## config.mk

```make
export PLATFORM = sky130hd
export DESIGN_NAME = mult_sched
export DESIGN_NICKNAME = d
export VERILOG_FILES = /design/src/rtl/mult_pkg.sv /design/src/rtl/mult_rr_arb.sv /design/src/rtl/mult_sched.sv
export SDC_FILE = /design/constraint.sdc
export NUM_CORES = 1
export LEC_CHECK = 0
export CELL_PAD_IN_SITES_DETAIL_PLACEMENT = 1
export CELL_PAD_IN_SITES_GLOBAL_PLACEMENT = 1
export CORE_ASPECT_RATIO = 1.1
export CORE_MARGIN = 2
export CORE_UTILIZATION = 28
export CTS_CLUSTER_SIZE = 28
export DETAILED_ROUTE_END_ITERATION = 8
export GPL_ROUTABILITY_DRIVEN = 0
export PLACE_DENSITY = 0.88
export RECOVER_POWER = 100
export SYNTH_ARGS = -nofsm -noshare
export SYNTH_HDL_FRONTEND = slang
export SYNTH_SLANG_ARGS = --single-unit
```

## constraint.sdc

```tcl
create_clock -name mult_clk -period 1.6 [get_ports mult_clk]
set_input_delay 0.32 -clock mult_clk [delete_from_list [all_inputs] [get_ports mult_clk]]
set_output_delay 0.32 -clock mult_clk [all_outputs]
set_load 0.1 [all_outputs]
```

## src/rtl/mult_pkg.sv

```systemverilog
// Shared types for the shift-add multiplier sequencer: FSM states and
// shift-register select encodings.
package mult_pkg;

    typedef enum logic [1:0] {
        ST_IDLE = 2'd0,
        ST_LOAD = 2'd1,
        ST_BIT  = 2'd2,
        ST_DONE = 2'd3
    } state_e;

    localparam logic [1:0] SR_HOLD = 2'b00;
    localparam logic [1:0] SR_LOAD = 2'b01;
    localparam logic [1:0] SR_SHL  = 2'b10;

    function automatic logic [1:0] onehot2(input logic id);
        return id ? 2'b10 : 2'b01;
    endfunction

endpackage

```

## src/rtl/mult_rr_arb.sv

```systemverilog
// Two-way round-robin arbiter. The pointer names the requester that wins a
// tie and flips to the other side whenever a grant is committed via upd.
module mult_rr_arb
    import mult_pkg::*;
(
    input  logic       mult_clk,
    input  logic       mult_rst_n,
    input  logic [1:0] req,
    input  logic       upd,
    output logic [1:0] win,
    output logic       win_id
);

    logic ptr_r;

    // Winner selection: a lone requester always wins, a tie goes to the pointer
    always_comb begin
        win    = 2'b00;
        win_id = 1'b0;
        case (req)
            2'b01: begin
                win    = 2'b01;
                win_id = 1'b0;
            end
            2'b10: begin
                win    = 2'b10;
                win_id = 1'b1;
            end
            2'b11: begin
                win    = onehot2(ptr_r);
                win_id = ptr_r;
            end
            default: begin
                win    = 2'b00;
                win_id = 1'b0;
            end
        endcase
    end

    // Pointer register: prefer the requester that was not just served
    always_ff @(posedge mult_clk) begin
        if (!mult_rst_n) begin
            ptr_r <= 1'b0;
        end else if (upd && (req != 2'b00)) begin
            ptr_r <= ~win_id;
        end else begin
            ptr_r <= ptr_r;
        end
    end

endmodule

```

## src/rtl/mult_sched.sv

```systemverilog
// Sequencer/arbiter for a shared shift-add multiplier datapath.
// Build option MULT_EARLY_EXIT_EN stops the bit loop once no multiplier bits remain.
module mult_sched
    import mult_pkg::*;
#(
    parameter int OP_W = 4
) (
    input  logic              mult_clk,
    input  logic              mult_rst_n,
    input  logic [1:0]        mult_req,
    input  logic [OP_W-1:0]   mult_a0,
    input  logic [OP_W-1:0]   mult_b0,
    input  logic [OP_W-1:0]   mult_a1,
    input  logic [OP_W-1:0]   mult_b1,
    output logic [1:0]        mult_gnt,
    output logic [OP_W-1:0]   mult_a,
    output logic [1:0]        mult_sr_sel,
    output logic              mult_acc_ld,
    output logic              mult_acc_clr,
    input  logic [2*OP_W-1:0] mult_acc_q,
    output logic              mult_done,
    output logic              mult_done_id,
    output logic [2*OP_W-1:0] mult_p,
    output logic              mult_busy
);

    localparam int CNT_W = $clog2(OP_W);

    state_e            state_r;
    state_e            state_nxt_s;
    logic [1:0]        win_s;
    logic              win_id_s;
    logic              arb_upd_s;
    logic [OP_W-1:0]   win_b_s;
    logic [OP_W-1:0]   b_reg_r;
    logic              id_reg_r;
    logic [CNT_W-1:0]  cnt_r;
    logic              last_bit_s;
    logic              done_r;
    logic              done_id_r;
    logic [2*OP_W-1:0] p_r;

    assign arb_upd_s = (state_r == ST_LOAD);

    mult_rr_arb u_arb (
        .mult_clk   (mult_clk),
        .mult_rst_n (mult_rst_n),
        .req        (mult_req),
        .upd        (arb_upd_s),
        .win        (win_s),
        .win_id     (win_id_s)
    );

    // Operand a is not stored here; it reaches the shift register through this mux
    assign win_b_s = win_id_s ? mult_b1 : mult_b0;
    assign mult_a  = win_id_s ? mult_a1 : mult_a0;

`ifdef MULT_EARLY_EXIT_EN
    logic [OP_W-1:0] rem_s;
    assign rem_s      = b_reg_r >> cnt_r;
    assign last_bit_s = (cnt_r == CNT_W'(OP_W - 1)) || (rem_s[OP_W-1:1] == '0);
`else
    assign last_bit_s = (cnt_r == CNT_W'(OP_W - 1));
`endif

    // State, captured multiplier, requester id and bit counter
    always_ff @(posedge mult_clk) begin
        if (!mult_rst_n) begin
            state_r  <= ST_IDLE;
            b_reg_r  <= '0;
            id_reg_r <= 1'b0;
            cnt_r    <= '0;
        end else begin
            state_r <= state_nxt_s;
            if (state_r == ST_LOAD) begin
                b_reg_r  <= win_b_s;
                id_reg_r <= win_id_s;
                cnt_r    <= '0;
            end else if (state_r == ST_BIT) begin
                cnt_r <= cnt_r + CNT_W'(1);
            end else begin
                cnt_r <= cnt_r;
            end
        end
    end

    // Next state and Moore datapath controls
    always_comb begin
        state_nxt_s  = state_r;
        mult_gnt     = 2'b00;
        mult_sr_sel  = SR_HOLD;
        mult_acc_ld  = 1'b0;
        mult_acc_clr = 1'b0;
        mult_busy    = 1'b1;
        case (state_r)
            ST_IDLE: begin
                mult_busy = 1'b0;
                if (mult_req != 2'b00) begin
                    state_nxt_s = ST_LOAD;
                end else begin
                    state_nxt_s = ST_IDLE;
                end
            end
            ST_LOAD: begin
                mult_sr_sel  = SR_LOAD;
                mult_acc_clr = 1'b1;
                mult_gnt     = win_s;
                // A request withdrawn before its grant leaves nothing to serve
                if (win_s == 2'b00) begin
                    state_nxt_s = ST_IDLE;
`ifdef MULT_EARLY_EXIT_EN
                end else if (win_b_s == '0) begin
                    state_nxt_s = ST_DONE;
`endif
                end else begin
                    state_nxt_s = ST_BIT;
                end
            end
            ST_BIT: begin
                mult_sr_sel = SR_SHL;
                mult_acc_ld = b_reg_r[cnt_r];
                if (last_bit_s) begin
                    state_nxt_s = ST_DONE;
                end else begin
                    state_nxt_s = ST_BIT;
                end
            end
            ST_DONE: begin
                if (mult_req != 2'b00) begin
                    state_nxt_s = ST_LOAD;
                end else begin
                    state_nxt_s = ST_IDLE;
                end
            end
            default: begin
                state_nxt_s = ST_IDLE;
                mult_busy   = 1'b0;
            end
        endcase
    end

    // Result registers: product and tag update only when a pass completes
    always_ff @(posedge mult_clk) begin
        if (!mult_rst_n) begin
            done_r    <= 1'b0;
            done_id_r <= 1'b0;
            p_r       <= '0;
        end else if (state_r == ST_DONE) begin
            done_r    <= 1'b1;
            done_id_r <= id_reg_r;
            p_r       <= mult_acc_q;
        end else begin
            done_r    <= 1'b0;
            done_id_r <= done_id_r;
            p_r       <= p_r;
        end
    end

    assign mult_done    = done_r;
    assign mult_done_id = done_id_r;
    assign mult_p       = p_r;

endmodule

```

Word-level counts from Yosys, hierarchy flattened
Cells that the tools add are included.
Word-level totals
  flip-flop bits (word level): 20
  input bits: 28
  output and inout port bits: 21
  word-level logic and storage cells: 42
Cells by class
  $add $sub $neg: 1
  magnitude comparators: 1
  equal/unequal tests: 7
  muxes and demuxes: 17
  bitwise gates (word level): 2
  reduce and logical (&&, ||, !) cells: 6
Operator list (count)
  2-bit case mux with 3 select lines: 2
  2-bit equality test (second input constant): 5
  4-bit 2-to-1 mux: 2
  1-bit 2-to-1 mux: 7
  2-bit 2-to-1 mux: 3
  2-bit by 1-bit equality test with 1-bit output (second input constant): 2
  2-bit zero test: 2
  2-bit case mux with 2 select lines: 1
  2-bit OR reduction: 2
  2-bit by 3-bit < comparator with 1-bit output (second input constant): 1
  2-bit by 1-bit adder with 2-bit output (second input constant): 1
  1-bit binary-select mux with 2-bit select: 1
  1-bit inverter: 2
  1-bit case mux with 2 select lines: 1
  2-bit nonzero test: 1
  1-bit logical AND: 1

Depth between registers and ports, before layout
Gate-level depths: netlist of the first run.
  word-level depth: 5
  mapped depth: 5
  depth with buffers taken out: 5

Modules after synthesis
A second synthesis of the first run with hierarchy kept.
Second synthesis, totals
  cells, all modules: 94
  area, all modules: 964.7 µm²
Modules (own cells, without submodules)
  mult_sched: times used 1, cells each 86, area an instance 895.9 µm², sequential area each 380.4 µm²
  mult_rr_arb: times used 1, cells each 8, area an instance 68.8 µm², sequential area each 20.0 µm²

Worst setup path after synthesis of the first run
Ideal clock, no wire load.
  kind: register to output
  from: reg state_r[1]
  to: out mult_gnt[0]
  data arrival time: 3108 ps
  required time: 1280 ps
  path slack: -1828 ps
  cell stages (with the launch flop): 6
  buffers on the path: 1
  path through: dfxtp_1 > inv_1 > ha_1 > buf_2 > nand2_1 > a21oi_1
Between the ends
  longest elaborated chain between the ends: 2
Ends and longest elaborated chain
  from (decl): line mult_sched.sv:29  | state_e state_r;
  from (signal assigned): line mult_sched.sv:74  | state_r <= state_nxt_s;
  2-bit by 1-bit equality test with 1-bit output: line mult_sched.sv:95  | case (state_r)
  2-bit 2-to-1 mux: line mult_sched.sv:95
  to (decl): line mult_sched.sv:15  | output logic [1:0] mult_gnt,
No other way between the ends.

Worst setup path in the final report of the first run
  from: reg cnt_r[0]
  to: out mult_acc_ld
Between the ends
  longest elaborated chain between the ends: 3
Ends and longest elaborated chain
  from (decl): line mult_sched.sv:37  | logic [CNT_W-1:0] cnt_r;
  from (signal assigned): line mult_sched.sv:80  | cnt_r <= cnt_r + CNT_W'(1);
  from (signal assigned): line mult_sched.sv:82  | cnt_r <= cnt_r;
  1-bit binary-select mux with 2-bit select: line mult_sched.sv:121  | mult_acc_ld = b_reg_r[cnt_r];
  1-bit 2-to-1 mux (implied by the code): line mult_sched.sv:121
  1-bit 2-to-1 mux: line mult_sched.sv:95
  to (decl): line mult_sched.sv:18  | output logic mult_acc_ld,
No other way between the ends. The select of a mux whose other input is x is not followed.

==> results of run 1 <==
[cell usage after synthesis]
library cell / count / share of area (%)
a211oi_1: 1 / 0.79
a21oi_1: 2 / 1.1
a311oi_1: 1 / 0.92
a31oi_1: 4 / 2.6
and2_1: 2 / 1.3
and2b_1: 1 / 0.79
and3_1: 1 / 0.66
buf_2: 4 / 2.1
buf_4: 1 / 0.79
dfxtp_1: 20 / 42
ha_1: 6 / 7.9
inv_1: 5 / 2.0
mux2_2: 4 / 4.7
mux2i_1: 10 / 11
mux4_2: 1 / 2.4
nand2_1: 2 / 0.79
nand2_4: 1 / 1.2
nand2b_1: 1 / 0.66
nand2b_4: 1 / 1.4
nand3_1: 4 / 2.1
nor2_1: 13 / 5.1
nor2b_1: 1 / 0.66
nor3b_1: 1 / 0.79
o21a_1: 1 / 0.79
o21ai_0: 9 / 4.7
xnor2_1: 1 / 0.92
[kinds of logic after synthesis]
| family | Yosys count | synth area share [%] |
|---|---|---|
| and+or+nand+nor | 28 | 15.5 |
| DFF | 20 | 42.2 |
| AOI/OAI and AO/OA | 18 | 10.9 |
| muxes | 15 | 17.7 |
| buffers and inverters | 10 | 4.88 |
| adders and majority gates | 6 | 7.90 |
| xor gates and xnor gates | 1 | 0.922 |
[state kept, by name, indices dropped and copies added (netlist names)]
name,count
state_r,2
id_reg_r,1
b_reg_r,4
u_arb.ptr_r,1
mult_done,1
cnt_r,2
mult_done_id,1
mult_p,8
[metrics by stage]
step           total power, mW  hold slack (ns)
6_report                  1.88            0.513
5_1_grt                   1.97            0.597
4_1_cts                   1.85            0.526
3_5_place_dp              1.58            0.497
3_3_place_gp              1.55            0.478
2_1_floorplan             1.22            0.438
[final cells by class]
cell class / instances / area (µm²)
Fill cell: 366 / 1440
Timing Repair Buffer: 61 / 793
Multi-Input combinational cell: 68 / 569
Sequential cell: 20 / 410
Tap cell: 36 / 45.0
Clock buffer: 3 / 22.5
Inverter: 5 / 21.3
[tightest hold or removal path, cell delays in order, from the launching register on]
cell     delay, ns
dfxtp_1       0.35
mux2i_1       0.07
nor2_1        0.07
[cell usage in the layout (no fill, tap or decap), drive strengths merged]
| master | synthesis | routed |
|---|---|---|
| nor3b | 1 | 1 |
| nor2 | 13 | 13 |
| nand2b | 2 | 2 |
| ha | 6 | 6 |
| a21oi | 2 | 2 |
| nand2 | 3 | 3 |
| nand3 | 4 | 4 |
| mux2i | 10 | 10 |
| clkbuf | 0 | 3 |
| inv | 5 | 5 |
| clkdlybuf4s50 | 0 | 25 |
| nor2b | 1 | 1 |
| mux2 | 4 | 4 |
| a211oi | 1 | 1 |
| buf | 5 | 34 |
| dfxtp | 20 | 20 |
| and3 | 1 | 1 |
| and2b | 1 | 1 |
| dlygate4sd2 | 0 | 2 |
| mux4 | 1 | 1 |
| o21a | 1 | 1 |
| a31oi | 4 | 4 |
| and2 | 2 | 2 |
| o21ai | 9 | 9 |
| xnor2 | 1 | 1 |
| a311oi | 1 | 1 |
[power breakdown]
group          internal [mW]  switching, mW
Clock                 0.0881          0.158
Sequential             0.556         0.0453
Combinational          0.431          0.600
[metal layers]
| layer | track usage (%) | vias up | routed length, µm |
|---|---|---|---|
| li1 | - | 458 | - |
| met3 | 2.79 | 5 | 221 |
| met4 | 5.00 | 0 | 57 |
| met1 | 17.0 | 455 | 1040 |
| met2 | 31.0 | 49 | 1630 |
| met5 | 0 | - | 0 |
[worst paths after layout]
kind / endpoint / slack (ns) / depth (start not counted)
worst min-delay path: mult_done_id / 0.51 / 2
worst min register to register: mult_done_id / 0.51 / 2
worst max-delay path: mult_acc_ld / -0.20 / 3
worst max register to register: u_arb.ptr_r / 0.29 / 6
[repair_timing]
action,in CTS,in global routing
gates resized for setup,10,6
buffers inserted,3,1
pin swaps,3,2
endpoints found under the setup margin,7,11
hold buffers,0,0
==> impl_metrics.csv, run 1 <==
group,metric,value,unit
timing,tns,-0.633,ns
place,dp_hpwl,2.28,mm
power_and_ir_drop,ir_worst_vdd,420,µV
layout,nNetsFinal,193,
layout,drive_above_1_share,35.7,%
status,violations,"negative setup slack",
global_routing,antenna_found_initial,0,
status,status,"finished with violations",
setup_path,rr_startpoint,"state_r[1]",
floorplanning,core,3300,µm²
min_path,hold_start,"id_reg_r",
place,place_area,1770,µm²
global_routing,track_usage,16.1,%
clocking,insertion_delay,0.31,ns
timing,clock_skew,0.00487,ns
layout,insertedDiodeCount,0,
place,port_buffers,48,
drt,via_per_inst,5.01,
timing,setup_violations,7,
synthesis,yosysSeqAreaShare,42.2,%
layout,synthToLayoutAreaGrowth,96.0,%
layout,finalNonFillerCells,193,
floorplanning,die_x,59.5,µm
clocking,clk_root_buffer_cell,"clkbuf_4",
power_and_ir_drop,p_leak,0.757,nW
drt,wl_per_cell,15.2,µm
drt,dr.pass1.iters,2,
timing,hold_viol_final,0,
synthesis,synth_cells,98,
min_path,worstHoldPathType,"reg2reg",
drt,drc,0,
setup_path,cp.required,1.28,ns
synthesis,syn_avg_cell_area,9.69,µm²
clocking,cts_tree,"built",
drt,drt_iter0_markers,9,
floorplanning,die-area,3870,µm²
timing,final.period_utilization,113,%
drt,num_vias,967,
clocking,clock_path_buffers,2,
clocking,cts_buffers,3,
floorplanning,dieHeight,65.1,µm
synthesis,netlist_area,950,µm²
setup_path,crit_fanout,2,
drt,drt-total-wl,2.94,mm
timing,clock.fmax,554,MHz
floorplanning,rows,22,
timing,worst_slack,-0.204,ns
setup_path,worstSetupEndpointType,"primary output",
clocking,cts_sinks,20,
synthesis,synthesis.nets,132,
layout,design_area,1860,µm²
power_and_ir_drop,p_per_area,1010,nW/µm²
timing,slew_headroom,81.0,%
setup_path,cp-start-kind,"flip-flop",
synthesis,yosys_warnings,0,
setup_path,critPathBufInv,1,
clocking,cts.htree.levels,1,
global_routing,grt_pass1_wl,4.62,mm
clocking,clk_pin_slew_worst_paths,0.11,ns
drt,drt.antenna.violating_nets,0,
synthesis,ys_ff_latch,20,
global_routing,grt_max_degree,13,
floorplanning,io_pins,49,
place,dp_slack,-0.276,ns
timing,period_needed,1.80,ns
place,place_inst,186,
setup_path,arrival,1.48,ns
setup_path,path_cells,"mux4_2 > and2_4 > buf_12",
global_routing,grt_pass1_vias,1025,
synthesis,yosysUniqueCellTypes,26,
setup_path,critical-path-top-delay-family,"multiplexers",
global_routing,gr-total-overflow,0,
timing,slew_violations,0,
timing,tightest_slew,0.284,ns
setup_path,slowest_stage,"mux4_2",
floorplanning,initial_core_util,28.8,%
layout,final_core_util,56.4,%
setup_path,setup.worst_path.start,"cnt_r[0]",
flow_run,max_cap_viol_count,0,
setup_path,setup.worst_path.class,"reg2out",
setup_path,max_stage_delay,0.50,ns
timing,rsz0062_at_grt,"true",
(Power assumes the default switching activity.)
==> run 2, diff against run 1 <==
CORE_UTILIZATION = 30   (was 28)
DONT_BUFFER_PORTS = 1   (was unset)
MAX_ROUTING_LAYER = met4   (was unset)
PLACE_DENSITY = 0.65   (was 0.88)
==> run 2 against run 1 <==
Against the previous run: the flow still finishes with violations (negative setup slack); critical endpoint unchanged; core utilization is 9.6 points lower; cell area down 24%; largest power group unchanged; fmax is 1.9% higher; flip-flop and latch count did not move; highest routed layer unchanged.
==> impl_metrics.csv, run 2 (synthesis results as in run 1) <==
group,metric,value,unit
timing,hold_viol_final,0,
clocking,cts-hold-fix-buffers,0,
place,dp_slack,0.0750,ns
layout,finalNonFillerCells,160,
clocking,cts.htree.levels,1,
clocking,cts_buffers,3,
min_path,worstHoldPathType,"in2reg",
setup_path,worstSetupEndpointType,"primary output",
drt,wl_per_cell,14.2,µm
layout,layout_common_cells,"dfxtp_1, nor2_1, clkbuf_2",
setup_path,rr_startpoint,"state_r[1]",
timing,slew_violations,0,
timing,hold_slack,0.119,ns
timing,period_needed,1.77,ns
clocking,clock_path_buffers,2,
setup_path,r2r_end,"mult_p[0]",
setup_path,setup.worst_path.class,"reg2out",
setup_path,path_cells,"mux4_2 > and2_4",
drt,drc,0,
setup_path,crit_fanout,2,
setup_path,cp-start-kind,"flip-flop",
floorplanning,dieHeight,63.0,µm
global_routing,use_met1,14.4,%
power_and_ir_drop,ir_worst_vdd,803,µV
global_routing,grt_util_met3,3.93,%
status,violations,"negative setup slack",
timing,clock.fmax,565,MHz
power_and_ir_drop,finalPower,1.90,mW
floorplanning,die-area,3630,µm²
layout,synthToLayoutAreaGrowth,48.7,%
status,status,"finished with violations",
global_routing,track_usage,13.7,%
layout,largest_reg_flops,8,
clocking,clk_root_buffer_cell,"clkbuf_4",
setup_path,cp.required,1.28,ns
setup_path,reg2reg_depth,4,
clocking,cts_tree,"built",
layout,nNetsFinal,161,
floorplanning,die_x,57.6,µm
global_routing,grt_pass1_wl,3.80,mm
clocking,cts_sinks,20,
setup_path,arrival,1.45,ns
drt,num_vias,813,
setup_path,critPathBufInv,0,
power_and_ir_drop,p_per_area,1340,nW/µm²
global_routing,use_met2,24.6,%
place,place_inst,148,
layout,drive_above_1_share,39.7,%
floorplanning,core,3020,µm²
flow_run,max_cap_viol_count,0,
drt,via_per_inst,5.08,
drt,drt.antenna.violating_nets,0,
timing,tightest_slew,0.679,ns
global_routing,gr-total-overflow,0,
place,port_buffers,0,
drt,drt-total-wl,2.27,mm
layout,final_common_cell,"dfxtp_1",
floorplanning,initial_core_util,31.4,%
timing,clock_skew,0.00592,ns
clocking,clk_pin_slew_worst_paths,0.12,ns
clocking,insertion_delay,0.29,ns
min_path,hold_path_depth,1,
drt,dr.pass1.iters,2,
place,dp_hpwl,1.73,mm
global_routing,grt_max_degree,13,
min_path,min_to,"u_arb.ptr_r",
timing,rsz0062_at_grt,"true",
timing,worst_slack,-0.169,ns
global_routing,antenna_found_initial,0,
min_path,hold_start,"mult_req[1]",
drt,drt_iter0_markers,5,
timing,setup_violations,9,
setup_path,max_stage_delay,0.50,ns
floorplanning,io_pins,49,
floorplanning,rows,21,
global_routing,grt_pass1_vias,901,
layout,insertedDiodeCount,0,
power_and_ir_drop,p_leak,0.592,nW
setup_path,rrSetupSlack,0.06,ns
global_routing,busiest_layer,"met2",
timing,slew_headroom,54.8,%
setup_path,slowest_stage,"mux4_2",
setup_path,critical-path-top-delay-family,"multiplexers",
timing,final.period_utilization,111,%
## run 2: cell count changes in the layout (fill, tap and decap cells not counted), sizes merged
cell and delta:
clkdlybuf4s50 -25, buf -18, clkbuf +13, dlygate4sd2 -2, bufinv +1
## run 2: through the flow
step	cell area, µm²	utilization (%)	setup TNS, ns
final	1410	46.7	-0.886
after global placement	1260	41.8	0
after detailed placement	1260	41.8	0
after CTS	1410	46.7	-0.689
after floorplan	996	-	-0.440
after global routing	1410	46.7	-1.87
## run 2: worst max path at each step
stage,start,to,slack (ns),cells past startpoint
detailed placement,cnt_r[0],mult_acc_ld,0.08,2
global placement,cnt_r[0],mult_acc_ld,0.14,2
CTS,cnt_r[0],mult_acc_ld,-0.20,2
global route,cnt_r[0],mult_acc_ld,-0.24,2
floorplan,state_r[1],mult_gnt[0],-0.24,5
finish,cnt_r[0],mult_acc_ld,-0.17,2
## run 2: timing repair
action                     in CTS  in global routing
resized for setup              14                  5
pin swaps                       1                  0
setup endpoints to repair      10                 11
buffers inserted                6                  2
## run 2: report_power, final
part	switching (mW)	leakage (nW)	total (mW)	internal [mW]
logic	0.570	0.400	0.906	0.336
registers	0.0320	0.164	0.586	0.554
clock network	0.155	0.0279	0.407	0.253
total	0.757	0.592	1.90	1.14
## run 2: worst register-to-register path, delay by kind of cell (launching register included)
| family | cells | cell delay (ns) |
|---|---|---|
| simple gates | 1 | 0.06 |
| flops | 1 | 0.41 |
| fa+ha+maj | 1 | 0.17 |
| mux | 1 | 0.27 |
| buf+inv | 1 | 0.52 |
## run 2: cell type report
| class | count | area (µm²) |
|---|---|---|
| fill | 322 | 1610 |
| multi-input combinational | 68 | 572 |
| sequential | 20 | 409 |
| timing repair buffer | 29 | 318 |
| tap | 34 | 42.5 |
| clock inverter | 1 | 30.0 |
| clock buffer | 3 | 22.5 |
| inverter | 5 | 18.8 |
## run 2: per-layer routing
metal / vias up / wire (µm)
met5: - / 0
met4: 0 / 15
met3: 2 / 233
met2: 42 / 1160
met1: 370 / 859
li1: 399 / -
